===== config.mk =====
export PLATFORM = sky130hd
export DESIGN_NAME = octal_priority_encoder
export DESIGN_NICKNAME = d
export VERILOG_FILES = /design/src/rtl/octal_enc_pkg.sv /design/src/rtl/prio_enc_core.sv /design/src/rtl/octal_priority_encoder.sv
export SDC_FILE = /design/constraint.sdc
export NUM_CORES = 1
export LEC_CHECK = 0
export ABC_AREA = 1
export CORE_AREA = 2 2 39 41
export DETAILED_ROUTE_END_ITERATION = 16
export DIE_AREA = 0 0 41 43
export SLEW_MARGIN = 20
export SYNTH_ARGS = -nofsm -noshare
export SYNTH_HDL_FRONTEND = slang
export SYNTH_HIERARCHICAL = 1
export SYNTH_SLANG_ARGS = --single-unit

===== constraint.sdc =====
create_clock -name clk -period 0.8 [get_ports clk]
set_clock_uncertainty 0.2 [all_clocks]
set_input_delay 0.24 -clock clk [delete_from_list [all_inputs] [get_ports clk]]
set_output_delay 0.24 -clock clk [all_outputs]
set_load 0.02 [all_outputs]

===== src/rtl/octal_enc_pkg.sv =====
// Shared widths, select encodings and types for the octal priority encoder.
// Pure declarations; no logic, no latency, no flow control.
package octal_enc_pkg;

    localparam int IN_W_DEF  = 8;
    localparam int OUT_W_DEF = 3;

    localparam logic SEL_MSB_FIRST = 1'b0;
    localparam logic SEL_LSB_FIRST = 1'b1;

    typedef logic [IN_W_DEF-1:0]  req_vec_t;
    typedef logic [OUT_W_DEF-1:0] req_idx_t;

endpackage


===== src/rtl/prio_enc_core.sv =====
// Combinational priority encoder: index of the winning request bit, plus any/multi flags.
// Latency: zero (purely combinational). Backpressure: none.
// Optional macro ONEHOT_CHECK_EN adds the multi output (popcount > 1).
module prio_enc_core
    import octal_enc_pkg::*;
#(
    parameter  int IN_W  = IN_W_DEF,
    localparam int OUT_W = $clog2(IN_W)
) (
    input  logic [IN_W-1:0]  vec,
    input  logic             sel,
    output logic [OUT_W-1:0] index,
    output logic             any
`ifdef ONEHOT_CHECK_EN
    ,
    output logic             multi
`endif
);

    // The last match in scan order wins, so the scan runs toward the preferred end.
    always_comb begin
        index = '0;
        if (sel == SEL_MSB_FIRST) begin
            for (int i = 0; i < IN_W; i++) begin
                if (vec[i]) index = OUT_W'(i);
            end
        end else begin
            for (int i = IN_W - 1; i >= 0; i--) begin
                if (vec[i]) index = OUT_W'(i);
            end
        end
    end

    assign any = |vec;

`ifdef ONEHOT_CHECK_EN
    assign multi = ($countones(vec) > 1);
`endif

endmodule


===== src/rtl/octal_priority_encoder.sv =====
// Registered 8-to-3 priority encoder; sel=0 picks highest set bit, sel=1 lowest.
// Latency: 1 cycle, outputs fully registered. Backpressure: none, accepts every cycle.
// Macro ONEHOT_CHECK_EN adds the registered multi_hot output.
module octal_priority_encoder
    import octal_enc_pkg::*;
#(
    parameter  int IN_W  = IN_W_DEF,
    localparam int OUT_W = $clog2(IN_W)
) (
    input  logic             clk,
    input  logic             rst_n,
    input  logic [IN_W-1:0]  octal_in,
    input  logic             sel,
    output logic [OUT_W-1:0] binary_out,
    output logic             valid
`ifdef ONEHOT_CHECK_EN
    ,
    output logic             multi_hot
`endif
);

    logic [OUT_W-1:0] core_index;
    logic             core_any;
`ifdef ONEHOT_CHECK_EN
    logic             core_multi;
`endif

    prio_enc_core #(
        .IN_W (IN_W)
    ) u_core (
        .vec   (octal_in),
        .sel   (sel),
        .index (core_index),
        .any   (core_any)
`ifdef ONEHOT_CHECK_EN
        ,
        .multi (core_multi)
`endif
    );

    // Core already yields index 0 for a zero vector, so no stale index can be held.
    always_ff @(posedge clk or negedge rst_n) begin
        if (!rst_n) begin
            binary_out <= '0;
            valid      <= 1'b0;
        end else begin
            binary_out <= core_index;
            valid      <= core_any;
        end
    end

`ifdef ONEHOT_CHECK_EN
    always_ff @(posedge clk or negedge rst_n) begin
        if (!rst_n) begin
            multi_hot <= 1'b0;
        end else begin
            multi_hot <= core_multi;
        end
    end
`endif

endmodule


==> impl_metrics.py <==
metrics = {
    "sta": {
        "setup_ws_ns": -0.366,
        "tightest_slew_ns": 0.187,
        "finalSetupViolCount": 8,
        "slew_violations": 0,
        "rsz0062_at_grt": "true",
        "finalCriticalPeriod_ns": 1.17,
        "post-route-period-util_pct": 146,
        "hold_violations": 0,
        "max_freq_mhz": 857,
        "relSlewSlack_pct": 87.5,
    },
    "cts": {
        "clk_pin_slew_ns": 0.04,
        "numClockSinks": 4,
        "tritoncts": "built",
        "root_buffer": "clkbuf_4",
        "ctsHoldBuffers": 0,
        "cts_buffers": 3,
        "clk_path_buf_depth": 2,
        "h-tree-depth": 1,
    },
    "detailed_routing": {
        "drt-met1-wl_um": 200,
        "met3_length_um": 64,
        "vias": 308,
        "routed_wirelength_um": 578,
        "viasPerCell": 3.85,
        "wl_met2_um": 312,
        "drc_errors": 0,
        "ant_nets": 0,
        "drt-initial-drc-count": 3,
        "drt_pre_antenna_iters": 2,
        "top_layer_used": "met3",
        "wl_per_cell_um": 7.23,
    },
    "critical_path": {
        "critPathMaxFanout": 1,
        "arrival_ns": 0.73,
        "crit_family": "flip-flops",
        "crit_path_end_kind": "primary output",
        "path_cells": "buf_6",
        "crit_path_top_delay_cell": "dfrtp_1",
        "start_kind": "register",
        "critPathBufInv": 1,
        "crit_type": "reg -> out",
        "crit_required_ns": 0.36,
        "cp_slowest_stage_delay_ns": 0.37,
    },
    "finish": {
        "n_antenna_cell": 0,
        "nets": 77,
        "drive_gt1_share_pct": 53.1,
        "design_area_sq_um": 596,
        "final_util_pct": 43.0,
        "synthToLayoutAreaGrowth_pct": 126,
    },
    "global_routing": {
        "antenna_found_initial": 0,
        "overflow": 0,
        "grt_max_degree": 5,
        "grt_pass1_vias": 275,
        "grt_pass1_wl_um": 931,
        "grt_use_total_pct": 8.02,
    },
    "run": {
        "maxCapViolations": 0,
    },
    "synth": {
        "avgSynthCellArea_sq_um": 6.14,
        "synth_top_family_by_area": "simple AND/OR/NAND/NOR gates",
        "muxShareOfSynthArea_pct": 0,
        "ys_seq_area_share_pct": 37.9,
        "synth_compound_area_share_pct": 8.53,
        "yosysUniqueCellTypes": 11,
        "netlist_area_sq_um": 264,
        "synthAdderAreaFrac_pct": 0,
        "yosysWarnings": 6,
        "synth_nets": 54,
        "syn_inst": 43,
        "synthSimpleGateAreaFrac_pct": 37.9,
        "synth_xor_area_share_pct": 0,
        "ys_ff_latch": 4,
    },
    "power_and_ir_drop": {
        "peakVddDrop_uv": 291,
        "switching_share_pct": 27.2,
        "p_clk_share_pct": 34.2,
        "seqPwrFrac_pct": 31.2,
        "pwr-share-comb_pct": 34.7,
        "p_sw_mw": 0.193,
        "p_int_mw": 0.518,
        "power.leakage_nw": 0.307,
        "p_per_area_nw_per_um2": 1190,
    },
    "floorplan": {
        "initial_utilization_pct": 19.1,
        "core_sq_um": 1380,
        "die_height_um": 43,
        "die_x_um": 41,
        "dieArea_sq_um": 1760,
        "ios": 15,
        "num_rows": 14,
    },
    "worst_hold_path": {
        "hp-class": "in -> async",
    },
    "status": {
        "violations": "negative setup slack",
        "status": "complete, but fails checks",
    },
    "placed_design": {
        "dpl_cell_area_sq_um": 497,
        "gp_congestion": 0.650,
        "port_buffers": 14,
    },
}
==> worst max path at each step <==
stage,depth (start not counted),start,to
after floorplan,9,octal_in[6],binary_out[0]
after global placement,10,octal_in[6],binary_out[0]
after detailed placement,6,octal_in[6],binary_out[1]
after CTS,1,binary_out[0],binary_out[0]
after global routing,1,binary_out[0],binary_out[0]
final,1,binary_out[0],binary_out[0]
==> cell families after synthesis <==
| group | after synthesis |
|---|---|
| and+or+nand+nor | 24 |
| buffers and inverters | 11 |
| AOI/OAI and AO/OA | 4 |
| DFF | 4 |
==> power by group through the flow <==
stage,Sequential (mW),Combinational [mW],Clock [mW]
global placement,0.221,0.207,0
CTS,0.222,0.235,0.263
finish,0.222,0.247,0.243
detailed placement,0.222,0.209,0
global route,0.223,0.270,0.267
floorplan,0.239,0.0717,0
==> flip-flops by register name (all words and copies together), names as in the netlist <==
name        flops
binary_out      3
valid           1
==> repair_timing <==
| action | CTS | global route |
|---|---|---|
| resized for setup | 83 | 5 |
| pin swaps | 14 | 10 |
| setup buffers | 0 | 1 |
| hold endpoints to repair | 0 | 0 |
| setup endpoints to repair | 8 | 8 |
==> metal layers <==
metal	vias to the layer above	GRT usage (%)
met4	0	8.00
li1	168	-
met3	0	1.57
met1	128	7.05
met5	-	0
met2	12	13.4
==> cell usage after synthesis, drive strengths merged <==
| master | count | share of area, % |
|---|---|---|
| nand3 | 1 | 1.9 |
| nor3 | 1 | 3.8 |
| nor2 | 4 | 6.6 |
| o21a | 1 | 2.8 |
| dfrtp | 4 | 38 |
| o21ai | 3 | 5.7 |
| nand2 | 18 | 26 |
| inv | 11 | 16 |
==> cells in the final DEF (no fill, tap or decap) <==
| cell | instances |
|---|---|
| buf_8 | 4 |
| nor2_4 | 2 |
| o21ai_1 | 2 |
| nand3_1 | 1 |
| nand2_1 | 12 |
| buf_2 | 1 |
| clkdlybuf4s50_1 | 1 |
| nor3_4 | 1 |
| o21ai_2 | 1 |
| dfrtp_1 | 4 |
| o21a_1 | 1 |
| clkdlybuf4s15_2 | 1 |
| nor2_1 | 1 |
| inv_8 | 2 |
| buf_6 | 10 |
| nand2_2 | 3 |
| buf_4 | 1 |
| inv_1 | 8 |
| inv_12 | 1 |
| nand2_4 | 3 |
| clkbuf_4 | 3 |
| nor2_2 | 1 |
==> final cells by class <==
| class | instances | area [sq um] |
|---|---|---|
| fillers | 148 | 788 |
| inverters | 11 | 68.8 |
| clock buffers | 3 | 22.5 |
| flip-flops and latches | 4 | 100 |
| repair buffers | 18 | 206 |
| well taps | 16 | 20.0 |
| multi-input cells | 28 | 178 |
==> metrics by stage <==
stage | setup slack (ns) | setup TNS, ns | power, mW | hold slack [ns] | instances
after floorplan | -0.109 | -0.610 | 0.310 | -0.256 | 43
after global placement | -0.775 | -5.24 | 0.428 | 0.251 | 76
after detailed placement | -0.781 | -5.34 | 0.430 | 0.260 | 76
after CTS | -0.386 | -1.56 | 0.720 | 0.00756 | 79
after global routing | -0.400 | -1.82 | 0.760 | 0.0111 | 80
final | -0.366 | -1.52 | 0.711 | 0.0118 | 80
Note: power is estimated with default switching activity, not from simulation.
